--- src/rtl/ula_arbiter_pkg.sv ---
// Shared types and constants for the two-requester ULA arbiter.
package ula_arbiter_pkg;

  localparam int unsigned OPW              = 29;
  localparam int unsigned NREQ             = 2;
  localparam int unsigned TIMEOUT_DEF      = 255;
  localparam int unsigned START_CYCLES_DEF = 2;

  typedef enum logic [1:0] {
    S_IDLE  = 2'd0,
    S_START = 2'd1,
    S_WAIT  = 2'd2,
    S_RESP  = 2'd3
  } state_e;

  // Operand bundle presented to the ULA for one operation.
  typedef struct packed {
    logic [OPW-1:0] a;
    logic [OPW-1:0] b;
    logic           sign_a;
    logic           sign_b;
    logic           op;
  } operand_t;

  // One-hot requester vector for a requester index.
  function automatic logic [NREQ-1:0] onehot(input logic idx);
    return NREQ'(1) << idx;
  endfunction

endpackage

--- src/rtl/ula_arbiter_if.sv ---
// Requester-side and ULA-side signals of the arbiter.
interface ula_arbiter_if;
  import ula_arbiter_pkg::*;

  logic [NREQ-1:0] req;
  logic [OPW-1:0]  a0, b0, a1, b1;
  logic [NREQ-1:0] sign_a, sign_b, op;
  logic [NREQ-1:0] ack;
  logic [NREQ-1:0] rsp_valid;
  logic [OPW-1:0]  rsp_c;
  logic            rsp_sign, rsp_err;
  logic            busy;
  logic [OPW-1:0]  ula_a, ula_b;
  logic            ula_sign_a, ula_sign_b, ula_op, ula_start;
  logic [OPW-1:0]  ula_c;
  logic            ula_sign_c, ula_done;

  // Arbiter view.
  modport slave (
    input  req, a0, b0, a1, b1, sign_a, sign_b, op, ula_c, ula_sign_c, ula_done,
    output ack, rsp_valid, rsp_c, rsp_sign, rsp_err, busy,
           ula_a, ula_b, ula_sign_a, ula_sign_b, ula_op, ula_start
  );

  // Environment view: requesters plus the ULA.
  modport master (
    output req, a0, b0, a1, b1, sign_a, sign_b, op, ula_c, ula_sign_c, ula_done,
    input  ack, rsp_valid, rsp_c, rsp_sign, rsp_err, busy,
           ula_a, ula_b, ula_sign_a, ula_sign_b, ula_op, ula_start
  );

endinterface

--- src/rtl/ula_arbiter_rr_arbiter2.sv ---
// Two-input round-robin pick against a last-granted pointer.
module rr_arbiter2
  import ula_arbiter_pkg::*;
(
  input  logic [NREQ-1:0] req,
  input  logic            last,
  output logic            any_c,
  output logic            grant_c
);

  // Contention goes to the requester not granted last; otherwise the lone requester wins.
  always_comb begin
    any_c   = |req;
    grant_c = (req == 2'b11) ? ~last : req[1];
  end

endmodule

--- src/rtl/ula_arbiter.sv ---
// Shares one external ULA between two requesters, with start pulse, done guard and timeout.
module ula_arbiter
  import ula_arbiter_pkg::*;
#(
  parameter int unsigned TIMEOUT      = TIMEOUT_DEF,
  parameter int unsigned START_CYCLES = START_CYCLES_DEF
) (
  input logic          clk,
  input logic          reset,
  ula_arbiter_if.slave bus
);

  localparam int unsigned CNT_MAX = (TIMEOUT > START_CYCLES) ? TIMEOUT : START_CYCLES;
  localparam int unsigned CNT_W   = $clog2(CNT_MAX + 1);

  state_e           state, state_d;
  logic [CNT_W-1:0] cnt, cnt_d;
  logic             owner, owner_d;
  logic             last, last_d;
  logic             seen_low, seen_low_d;
  operand_t         opnd, opnd_d, req_opnd_c;
  logic [NREQ-1:0]  ack_r, ack_d;
  logic [NREQ-1:0]  rsp_valid_r, rsp_valid_d;
  logic [OPW-1:0]   rsp_c_r, rsp_c_d;
  logic             rsp_sign_r, rsp_sign_d;
  logic             rsp_err_r, rsp_err_d;
  logic             busy_r, busy_d;
  logic             start_r, start_d;
  logic             any_c, grant_c, done_ok_c, tmo_c, start_last_c;

  rr_arbiter2 u_rr (
    .req     (bus.req),
    .last    (last),
    .any_c   (any_c),
    .grant_c (grant_c)
  );

  assign req_opnd_c = grant_c
    ? {bus.a1, bus.b1, bus.sign_a[1], bus.sign_b[1], bus.op[1]}
    : {bus.a0, bus.b0, bus.sign_a[0], bus.sign_b[0], bus.op[0]};

  // A done that was already high at START entry is ignored until it has been seen low.
  assign done_ok_c    = bus.ula_done & seen_low;
  assign tmo_c        = (cnt == CNT_W'(TIMEOUT - 1));
  assign start_last_c = (cnt == CNT_W'(START_CYCLES - 1));

  // State and registered outputs.
  always_ff @(posedge clk) begin
    if (reset) begin
      state       <= S_IDLE;
      cnt         <= '0;
      owner       <= 1'b0;
      last        <= 1'b1;
      seen_low    <= 1'b0;
      opnd        <= '0;
      ack_r       <= '0;
      rsp_valid_r <= '0;
      rsp_c_r     <= '0;
      rsp_sign_r  <= 1'b0;
      rsp_err_r   <= 1'b0;
      busy_r      <= 1'b0;
      start_r     <= 1'b0;
    end else begin
      state       <= state_d;
      cnt         <= cnt_d;
      owner       <= owner_d;
      last        <= last_d;
      seen_low    <= seen_low_d;
      opnd        <= opnd_d;
      ack_r       <= ack_d;
      rsp_valid_r <= rsp_valid_d;
      rsp_c_r     <= rsp_c_d;
      rsp_sign_r  <= rsp_sign_d;
      rsp_err_r   <= rsp_err_d;
      busy_r      <= busy_d;
      start_r     <= start_d;
    end
  end

  // Next-state decode.
  always_comb begin
    state_d = state;
    case (state)
      S_IDLE:  if (any_c) state_d = S_START;
      S_START: if (start_last_c) state_d = S_WAIT;
      S_WAIT:  if (done_ok_c || tmo_c) state_d = S_RESP;
      S_RESP:  state_d = S_IDLE;
      default: state_d = S_IDLE;
    endcase
  end

  // Next values of counter, bookkeeping and outputs.
  always_comb begin
    cnt_d       = cnt;
    owner_d     = owner;
    last_d      = last;
    seen_low_d  = seen_low;
    opnd_d      = opnd;
    ack_d       = '0;
    rsp_valid_d = '0;
    rsp_c_d     = rsp_c_r;
    rsp_sign_d  = rsp_sign_r;
    rsp_err_d   = rsp_err_r;
    busy_d      = (state_d != S_IDLE);
    start_d     = (state_d == S_START);
    case (state)
      S_IDLE: begin
        if (any_c) begin
          owner_d    = grant_c;
          opnd_d     = req_opnd_c;
          ack_d      = onehot(grant_c);
          cnt_d      = '0;
          seen_low_d = 1'b0;
        end
      end
      S_START: begin
        seen_low_d = seen_low | ~bus.ula_done;
        cnt_d      = start_last_c ? '0 : cnt + CNT_W'(1);
      end
      S_WAIT: begin
        seen_low_d = seen_low | ~bus.ula_done;
        cnt_d      = cnt + CNT_W'(1);
        if (done_ok_c) begin
          rsp_c_d     = bus.ula_c;
          rsp_sign_d  = bus.ula_sign_c;
          rsp_err_d   = 1'b0;
          rsp_valid_d = onehot(owner);
        end else if (tmo_c) begin
          rsp_c_d     = '0;
          rsp_sign_d  = 1'b0;
          rsp_err_d   = 1'b1;
          rsp_valid_d = onehot(owner);
        end
      end
      S_RESP: last_d = owner;
      default: ;
    endcase
  end

  assign bus.ack        = ack_r;
  assign bus.rsp_valid  = rsp_valid_r;
  assign bus.rsp_c      = rsp_c_r;
  assign bus.rsp_sign   = rsp_sign_r;
  assign bus.rsp_err    = rsp_err_r;
  assign bus.busy       = busy_r;
  assign bus.ula_start  = start_r;
  assign bus.ula_a      = opnd.a;
  assign bus.ula_b      = opnd.b;
  assign bus.ula_sign_a = opnd.sign_a;
  assign bus.ula_sign_b = opnd.sign_b;
  assign bus.ula_op     = opnd.op;

endmodule
--- src/flat_wrapper.sv ---
// flat-port wrapper written by rule: the top's interface ports become plain ports
module ula_arbiter_flat import ula_arbiter_pkg::*;
#(
  parameter int unsigned TIMEOUT      = TIMEOUT_DEF,
  parameter int unsigned START_CYCLES = START_CYCLES_DEF
)
  (clk, reset, bus_req, bus_a0, bus_b0, bus_a1, bus_b1, bus_sign_a, bus_sign_b, bus_op, bus_ula_c, bus_ula_sign_c, bus_ula_done, bus_ack, bus_rsp_valid, bus_rsp_c, bus_rsp_sign, bus_rsp_err, bus_busy, bus_ula_a, bus_ula_b, bus_ula_sign_a, bus_ula_sign_b, bus_ula_op, bus_ula_start);
  ula_arbiter_if bus_i ();
  input logic clk;
  input logic reset;
  input wire logic [$bits(bus_i.req)-1:0] bus_req;
  input wire logic [$bits(bus_i.a0)-1:0] bus_a0;
  input wire logic [$bits(bus_i.b0)-1:0] bus_b0;
  input wire logic [$bits(bus_i.a1)-1:0] bus_a1;
  input wire logic [$bits(bus_i.b1)-1:0] bus_b1;
  input wire logic [$bits(bus_i.sign_a)-1:0] bus_sign_a;
  input wire logic [$bits(bus_i.sign_b)-1:0] bus_sign_b;
  input wire logic [$bits(bus_i.op)-1:0] bus_op;
  input wire logic [$bits(bus_i.ula_c)-1:0] bus_ula_c;
  input wire logic [$bits(bus_i.ula_sign_c)-1:0] bus_ula_sign_c;
  input wire logic [$bits(bus_i.ula_done)-1:0] bus_ula_done;
  output wire logic [$bits(bus_i.ack)-1:0] bus_ack;
  output wire logic [$bits(bus_i.rsp_valid)-1:0] bus_rsp_valid;
  output wire logic [$bits(bus_i.rsp_c)-1:0] bus_rsp_c;
  output wire logic [$bits(bus_i.rsp_sign)-1:0] bus_rsp_sign;
  output wire logic [$bits(bus_i.rsp_err)-1:0] bus_rsp_err;
  output wire logic [$bits(bus_i.busy)-1:0] bus_busy;
  output wire logic [$bits(bus_i.ula_a)-1:0] bus_ula_a;
  output wire logic [$bits(bus_i.ula_b)-1:0] bus_ula_b;
  output wire logic [$bits(bus_i.ula_sign_a)-1:0] bus_ula_sign_a;
  output wire logic [$bits(bus_i.ula_sign_b)-1:0] bus_ula_sign_b;
  output wire logic [$bits(bus_i.ula_op)-1:0] bus_ula_op;
  output wire logic [$bits(bus_i.ula_start)-1:0] bus_ula_start;
  assign bus_i.req = bus_req;
  assign bus_i.a0 = bus_a0;
  assign bus_i.b0 = bus_b0;
  assign bus_i.a1 = bus_a1;
  assign bus_i.b1 = bus_b1;
  assign bus_i.sign_a = bus_sign_a;
  assign bus_i.sign_b = bus_sign_b;
  assign bus_i.op = bus_op;
  assign bus_i.ula_c = bus_ula_c;
  assign bus_i.ula_sign_c = bus_ula_sign_c;
  assign bus_i.ula_done = bus_ula_done;
  assign bus_ack = bus_i.ack;
  assign bus_rsp_valid = bus_i.rsp_valid;
  assign bus_rsp_c = bus_i.rsp_c;
  assign bus_rsp_sign = bus_i.rsp_sign;
  assign bus_rsp_err = bus_i.rsp_err;
  assign bus_busy = bus_i.busy;
  assign bus_ula_a = bus_i.ula_a;
  assign bus_ula_b = bus_i.ula_b;
  assign bus_ula_sign_a = bus_i.ula_sign_a;
  assign bus_ula_sign_b = bus_i.ula_sign_b;
  assign bus_ula_op = bus_i.ula_op;
  assign bus_ula_start = bus_i.ula_start;
  ula_arbiter #(.TIMEOUT(TIMEOUT), .START_CYCLES(START_CYCLES)) u_core (.clk(clk), .reset(reset), .bus(bus_i));
endmodule
--- config.mk ---
export PLATFORM = sky130hd
export DESIGN_NAME = ula_arbiter_flat
export DESIGN_NICKNAME = d
export VERILOG_FILES = /design/src/rtl/ula_arbiter_pkg.sv /design/src/rtl/ula_arbiter_if.sv /design/src/rtl/ula_arbiter_rr_arbiter2.sv /design/src/rtl/ula_arbiter.sv /design/src/flat_wrapper.sv
export SDC_FILE = /design/constraint.sdc
export NUM_CORES = 1
export LEC_CHECK = 0
export CAP_MARGIN = 20
export CORE_MARGIN = 8
export CORE_UTILIZATION = 35
export DETAILED_ROUTE_END_ITERATION = 8
export GPL_ROUTABILITY_DRIVEN = 1
export PLACE_DENSITY = 0.76
export REMOVE_ABC_BUFFERS = 1
export SLEW_MARGIN = 30
export SYNTH_ARGS = -nofsm -noshare
export SYNTH_HDL_FRONTEND = slang
export SYNTH_SLANG_ARGS = --single-unit
--- constraint.sdc ---
create_clock -name clk -period 1.85 [get_ports clk]
set_clock_uncertainty 0.05 [all_clocks]
set_input_delay 0.2775 -clock clk [delete_from_list [all_inputs] [get_ports clk]]
set_output_delay 0.2775 -clock clk [all_outputs]
set_load 0.02 [all_outputs]
Word-level counts from Yosys, hierarchy flattened
Index checks and enable logic that the tools add are counted.

Add/sub/neg operators: 1. Eq/ne operators: 8. Shifts and indexed selects: 2. Muxes and demuxes: 19. Bitwise logic cells: 7. Reductions and logical operators: 14.

Operators with widths (number): 61-bit two-way mux (1); 29-bit two-way mux (2); 8-bit one-hot mux with 3 select lines (1); 8-bit two-way mux (2); 2-bit two-way mux (5); 8-bit by 1-bit adder with 8-bit output, second input constant (1); 8-bit by 1-bit equality test with 1-bit output, second input constant (1); 8-bit equality test, second input constant (1); 2-bit one-hot mux with 4 select lines (1); 2-bit AND reduction (4); 2-bit equality test, second input constant (3); 1-bit two-way mux (6); 2-bit nonzero test (3); 2-bit OR reduction (3); 1-bit inverter (5); 2-bit by 1-bit equality test with 1-bit output, second input constant (2); 1-bit by 1-bit << shifter with 2-bit output, first input constant (2); 3-bit nonzero test (1); 3-bit OR reduction (1); 2-bit zero test (1); 2-bit by 1-bit inequality test with 1-bit output, second input constant (1); 1-bit one-hot mux with 2 select lines (1); 1-bit bitwise AND (1); 1-bit logical OR (1); 1-bit OR (1).

Register bits: 111. Output and inout port bits: 98. Word-level logic and storage cells: 68.

Longest topological paths before layout
Gate-level depths: netlist of run 1.

Word-level depth: 5. Gate-level depth with buffers: 8.

Modules after synthesis
Synthesis of run 1 repeated with hierarchy kept, for this count alone.

Cells, all modules: 372. Area total of the unflattened synthesis: 4220.3 um^2.

Modules (own cells, without submodules): ula_arbiter (instances 1, cells each 370, area each 4206.5 um^2, sequential area each 2222.1 um^2); rr_arbiter2 (instances 1, cells each 2, area each 13.8 um^2, sequential area each 0.0 um^2).

Least setup slack after synthesis of run 1
Ideal clock, no wire load.

Path type: reg-to-reg. From: register u_core.state[1]. To: register u_core.cnt[3]. Arrival: 1.621 ns. Required time: 1.705 ns. Path slack: 0.084 ns. Stages on the path, launching flop included: 7. Cell sequence: dfxtp_1 > inv_1 > ha_1 > o21ai_1 > a211oi_4 > nand2b_4 > o311ai_1.

Word-level cells in the longest chain between the ends: 3.

RTL lines: start, declared (line ula_arbiter.sv:16) `state_e state, state_d;`; start signal, assigned (line ula_arbiter.sv:64) `state <= state_d;`; 2-bit by 1-bit equality test with 1-bit output (tied with other cells) (line ula_arbiter.sv:106) `case (state)`; 3-bit nonzero test (no line) or 2-bit by 1-bit inequality test with 1-bit output (tied branches); 2-bit AND reduction (no line); end signal, assigned (line ula_arbiter.sv:65) `cnt <= cnt_d;`; end, declared (line ula_arbiter.sv:17) `logic [CNT_W-1:0] cnt, cnt_d;`.

Several ways; a longest one is shown, not always the timed one. A chain may end at the register's enable or synchronous reset.

Worst setup path after layout of run 1
From: register u_core.state[0]. To: register u_core.rsp_c_r[5], in the netlist u_core.bus.rsp_c[5].

Word-level cells in the longest chain between the ends: 2.

RTL lines: 2-bit equality test (line ula_arbiter.sv:106); 2-bit AND reduction (no line); end signal, assigned (line ula_arbiter.sv:72) `rsp_c_r <= rsp_c_d;`; end, declared (line ula_arbiter.sv:24) `logic [OPW-1:0] rsp_c_r, rsp_c_d;`.

No other way between the ends.

==> results.txt, run 1 <==
Run status = completed
Global placement routability congestion = 0.822
Category of the worst setup path capture point = flop
Average detailed-routed wire length per instance = 16.9 um
Sequential cell area fraction in the yosys report = 47.2%
Cell-by-cell listing of the critical path = inv_2 > ha_2 > and4_1 > a21oi_4 > buf_12 > a22oi_1 > nor2_1
Number of H-tree levels = 3
Starting density of the core = 35.7%
# hold bufs at CTS = 0
Slack of the worst reg-to-reg path = 0.15 ns
Static leakage power = 2.85 nW
Slew at the pin with the worst max-slew slack = 0.392 ns
Deepest clock path buffer count = 2
Number of buffers created by CTS = 9
Number of nets in the layout = 893
Initial antenna violation count = 0
IO buf count = 254
TritonCTS clock tree = built
Worst-Skew Late Latency = 0.34 ns
First-pass iteration count of the detailed router = 5
Cell area after layout = 7790 um2
End of the critical path = u_core.bus.rsp_c[5]$_SDFFE_PP0P_
Half-perimeter wire length after detailed placement = 12.0 mm
Arrival time at the worst endpoint = 1.89 ns
Fmax = 587 MHz
R2R Path Start = u_core.state[0]$_SDFF_PP0_
Family of cells with the greatest summed delay on the critical path = simple AND/OR/NAND/NOR gates
Required time of the worst setup path = 2.03 ns
Post-placement worst setup slack = -0.0855 ns
Largest driver fanout on the critical path = 32
Site Rows = 42
Core outline area = 13200 um2
Final hold vios = 0
Final period utilization = 92.2%
Aggregate global routing overflow = 0
Clock tree root buffer cell = clkbuf_16
First-pass GRT wire length = 24.6 mm
Final Util = 59.1%
Syn-to-layout area delta = 65.5%
Remaining max-slew budget at the tightest pin = 73.7%
Share of cells above drive strength 1 = 6.01%
Largest net degree at the start of global routing = 70
Global router's overall resource usage = 17.3%
Die extent in y = 132 um
Buf+Inv Stages, Crit Path = 2
Capture instance of the worst register-to-register path = u_core.bus.rsp_c[5]$_SDFFE_PP0P_
Total standard cell area after synthesis = 4710 um2
Number of unique standard cell types used by synthesis = 40
Io pins = 255
Total stage count of the critical path = 7
Worst hold path class = in2reg
Category of the worst setup path launch point = flop
Detailed Route Iter0 Violations = 153
CP Class = reg2reg
Average vias per placed instance = 5.00
Cell type contributing the most total cell area after synthesis = dfxtp_1
CP peak stage delay = 0.34 ns
Remaining DRCs = 0
PnR worst setup slack = 0.145 ns
Count of warnings emitted by yosys = 0
Unrepaired setup endpoints after global routing = false
Number of clock sinks = 111
Setup fix buffers added after clock tree synthesis = 0
Final period demand of the worst path = 1.70 ns
Largest cells by area after synthesis = dfxtp_1 (47%), mux2i_1 (13%), a211oi_1 (10%)
Width of the die = 132 um
Crit. Startpoint = u_core.state[0]$_SDFF_PP0_
Depth of the worst register-to-register path = 7
Fraction of post-synthesis cell area in the top cell type by area = 47.2%
Max-slew violation total from the final report = 0
Aggregate negative setup slack = 0 ns
Average cell area after synthesis = 9.69 um2
Worst path slowest cell = dfxtp_1
Overall via count from detail_route = 4539
Worst supply voltage drop on vdd = 430 uV
Vias in the first global route = 4728
Post-Place Cell Area = 7470 um2
Total wire length = 15.4 mm
Count of maximum capacitance violations = 0
Die footprint = 17400 um2
Diode count = 0
Synthesized instance count = 486
Flop and latch count out of synthesis = 111
Total of endpoints with negative setup slack in the final report = 0
Clock slew at the register clock pins of the worst setup and hold paths = 0.07 ns
Power after layout = 0.00663 W
Antenna Nets Post-Route = 0
Power density of the placed cells = 851 nW/um2
Number of instances resized during post-cts repair = 0
==> sequential cells by signal, summed over array words and instances, names as in the netlist, 2 cells and up <==
register	flops
u_core.bus.ack	2
u_core.cnt	8
u_core.bus.ula_b	29
u_core.bus.ula_a	29
u_core.state	2
u_core.bus.rsp_c	29
u_core.bus.rsp_valid	2
==> cell usage in the layout, fill, tap and decap left out, drive strengths merged, types with 9 or more instances in the layout <==
master / count
clkbuf: 10
a22oi: 30
nand2: 14
buf: 17
dfxtp: 111
mux2i: 61
a211oi: 64
nor2: 95
clkdlybuf4s50: 253
ha: 9
==> power breakdown <==
| group | internal, W | switching [W] | total (W) |
|---|---|---|---|
| clock network | 0.00105 | 0.000856 | 0.00190 |
| logic | 0.00101 | 0.000960 | 0.00197 |
| registers | 0.00263 | 0.000127 | 0.00276 |
==> cell families after synthesis <==
logic type / share of synthesized area, %
fa+ha+maj: 2.39
mux: 13.0
flops: 47.2
compound gates: 19.6
buf+inv: 4.97
simple gates: 12.9
==> cell type report <==
cell class,instances,area (um2)
tap,176,220
clock inverter,6,61.3
multi-input combinational,328,2290
inverter,7,26.3
clock buffer,10,229
sequential,111,2220
timing repair buffer,270,2740
fill,1136,5400
==> layer usage <==
metal	part of all wire (%)	global-route usage, %
met2	48	28.9
met1	40	18.4
met4	2.3	7.53
met5	0	0
met3	10	7.85
==> worst register-to-register path: stages (launching register included) <==
cell	delay, ns
dfxtp_1	0.34
inv_2	0.13
ha_2	0.26
and4_1	0.29
a21oi_4	0.09
buf_12	0.17
a22oi_1	0.20
nor2_1	0.07
==> synth_stat cells <==
cell	n
dfxtp_1	111
nor2_1	95
a211oi_1	63
mux2i_1	61
a22oi_1	30
clkbuf_1	25
nand2_1	14
ha_1	9
nand3_1	8
buf_2	7
inv_1	7
a21oi_1	6
buf_6	6
nor3_1	5
o311ai_1	4
nor3b_1	3
or3_1	3
a211o_1	2
a21boi_1	2
a21o_1	2
and4_1	2
o211ai_1	2
o21ai_0	2
a211oi_4	1
a21oi_2	1
a311oi_1	1
and3_1	1
buf_1	1
buf_4	1
nand2b_4	1
nand4_1	1
nor2b_1	1
nor4_2	1
nor4b_4	1
o21a_1	1
o21ai_1	1
o22ai_1	1
o311ai_2	1
o31ai_2	1
or2_1	1
==> through the flow <==
step / hold slack [ns] / std cells
detailed placement: 0.435 / 892
global route: 0.208 / 908
finish: 0.210 / 908
CTS: 0.191 / 908
global placement: 0.428 / 892
floorplan: 0.297 / 446
==> worst min path at each step <==
stage | slack, ns | from | cells after the start | endpoint
floorplan | 0.30 | reset | 1 | u_core.cnt[0]$_SDFFE_PP0P_
global placement | 0.43 | u_core.bus.rsp_c[22]$_SDFFE_PP0P_ | 2 | u_core.bus.rsp_c[22]$_SDFFE_PP0P_
detailed placement | 0.43 | u_core.bus.rsp_c[20]$_SDFFE_PP0P_ | 2 | u_core.bus.rsp_c[20]$_SDFFE_PP0P_
CTS | 0.19 | reset | 2 | u_core.cnt[1]$_SDFFE_PP0P_
global route | 0.21 | reset | 2 | u_core.cnt[1]$_SDFFE_PP0P_
finish | 0.21 | reset | 2 | u_core.cnt[1]$_SDFFE_PP0P_
Power figures use the tool's default switching activity.
==> inputs of run 2 (changes only) <==
Settings changed: REMOVE_ABC_BUFFERS 1 to not set, SKIP_LAST_GASP set to 1.
==> results.txt, run 2 (synthesized netlist as in run 1, its figures left out) <==
Run status = completed
Antenna Nets Post-Route = 0
Net Sw Frac = 30.2%
Cell-by-cell listing of the critical path = inv_1 > ha_2 > o21ai_1 > a211oi_4 > nand2b_4 > o311ai_1
Most frequent cells in the layout = clkdlybuf4s50_1 (253), dfxtp_1 (111), nor2_1 (95), a211oi_1 (63), mux2i_1 (61)
Setup fix buffers added after clock tree synthesis = 0
Internal Pwr Total = 0.00466 W
Buf+Inv Stages, Crit Path = 1
Post-Syn Nets = 652
Total wire length = 15.1 mm
Global router's overall resource usage = 16.8%
Cell total after placement = 900
Number of clock sinks = 111
R2R Path Start = u_core.state[0]$_SDFF_PP0_
Power share of the combinational group = 30.3%
Family of cells with the greatest summed delay on the critical path = compound AO/OA/AOI/OAI gates
Commonest non-fill, non-tap cell in the layout = clkdlybuf4s50_1
Number of buffers created by CTS = 9
First-pass iteration count of the detailed router = 4
Post-placement worst setup slack = -0.123 ns
Half-perimeter wire length after detailed placement = 11.9 mm
Worst supply voltage drop on vdd = 499 uV
Global placement routability congestion = 0.791
Number of H-tree levels = 3
# hold bufs at CTS = 0
IO buf count = 254
Required time of the worst setup path = 2.05 ns
First-pass GRT wire length = 24.1 mm
Detailed Route Iter0 Violations = 169
Remaining DRCs = 0
CP peak stage delay = 0.33 ns
TritonCTS clock tree = built
Final Util = 59.3%
Worst hold path class = in2reg
Die extent in y = 132 um
Share of cells above drive strength 1 = 6.89%
Syn-to-layout area delta = 66.2%
Sequential power share = 41.2%
Capture instance of the worst register-to-register path = u_core.cnt[4]$_SDFFE_PP0P_
Io pins = 255
Final period utilization = 95.0%
Worst-Skew Late Latency = 0.35 ns
Largest net degree at the start of global routing = 53
Met2 routed WL = 7.48 mm
Diode count = 0
Clock slew at the register clock pins of the worst setup and hold paths = 0.08 ns
Crit. Startpoint = u_core.state[0]$_SDFF_PP0_
Number of nets in the layout = 901
Deepest clock path buffer count = 2
Worst path slowest cell = dfxtp_1
Power after layout = 0.00667 W
Remaining max-slew budget at the tightest pin = 63.3%
Clock tree root buffer cell = clkbuf_16
Starting density of the core = 35.7%
Wire length on met1 = 5.97 mm
Category of the worst setup path capture point = flop
Fmax = 569 MHz
Clock share of power = 28.4%
End of the critical path = u_core.cnt[4]$_SDFFE_PP0P_
Hold_ws = 0.250 ns
Number of instances resized during post-cts repair = 0
Final instance count without filler cells = 916
Largest driver fanout on the critical path = 6
Total stage count of the critical path = 6
Initial antenna violation count = 0
Slack of the worst reg-to-reg path = 0.09 ns
Width of the die = 132 um
Max layer used = met4
Final period demand of the worst path = 1.76 ns
Count of maximum capacitance violations = 0
PnR worst setup slack = 0.0921 ns
Total of endpoints with negative setup slack in the final report = 0
Overall via count from detail_route = 4478
Slew at the pin with the worst max-slew slack = 0.550 ns
CP Class = reg2reg
Sw Pwr = 0.00201 W
Die footprint = 17400 um2
Vias in the first global route = 4695
Depth of the worst register-to-register path = 6
Max-slew violation total from the final report = 0
Final hold vios = 0
Average vias per placed instance = 4.89
Core outline area = 13200 um2
Power density of the placed cells = 852 nW/um2
Average detailed-routed wire length per instance = 16.5 um
Static leakage power = 2.88 nW
Site Rows = 42
Metal3 WL = 1.41 mm
Arrival time at the worst endpoint = 1.96 ns
Category of the worst setup path launch point = flop
Aggregate global routing overflow = 0
[run 2: layout make-up]
cell class,instances,area (um2)
Sequential cell,111,2220
Multi-Input combinational cell,328,2290
Clock buffer,11,243
Tap cell,176,220
Clock inverter,5,46.3
Inverter,7,26.3
Timing Repair Buffer,278,2780
Fill cell,1078,5360
[run 2: power groups by stage]
stage | Clock [W] | Combinational (W) | Sequential [W]
global placement | 0 | 0.00199 | 0.00280
finish | 0.00190 | 0.00202 | 0.00275
detailed placement | 0 | 0.00202 | 0.00280
floorplan | 0 | 0.000674 | 0.00308
global route | 0.00207 | 0.00219 | 0.00278
CTS | 0.00196 | 0.00203 | 0.00275
[run 2: metrics by stage]
| step | setup TNS [ns] | area (um2) |
|---|---|---|
| floorplan | 0 | 4710 |
| global placement | -2.14 | 7520 |
| detailed placement | -3.74 | 7520 |
| CTS | 0 | 7810 |
| global route | -0.000561 | 7830 |
| finish | 0 | 7830 |
[run 2: how the worst min path moves through the flow]
stage | start | to | slack [ns] | cells past startpoint
after CTS | reset | u_core.state[1]$_SDFF_PP0_ | 0.24 | 2
after global placement | u_core.owner$_SDFFE_PP0P_ | u_core.bus.rsp_valid[0]$_SDFF_PP0_ | 0.41 | 1
after floorplan | bus_ula_c[0] | u_core.bus.rsp_c[0]$_SDFFE_PP0P_ | 0.39 | 2
final | reset | u_core.state[1]$_SDFF_PP0_ | 0.25 | 2
after global routing | reset | u_core.bus.rsp_c[21]$_SDFFE_PP0P_ | 0.25 | 2
after detailed placement | u_core.owner$_SDFFE_PP0P_ | u_core.bus.rsp_valid[0]$_SDFF_PP0_ | 0.41 | 1
[run 2: layer usage]
layer	track usage [%]	vias up
met3	7.39	15
li1	-	2261
met1	17.5	2046
met2	29.6	156
met4	5.36	0
met5	0	-
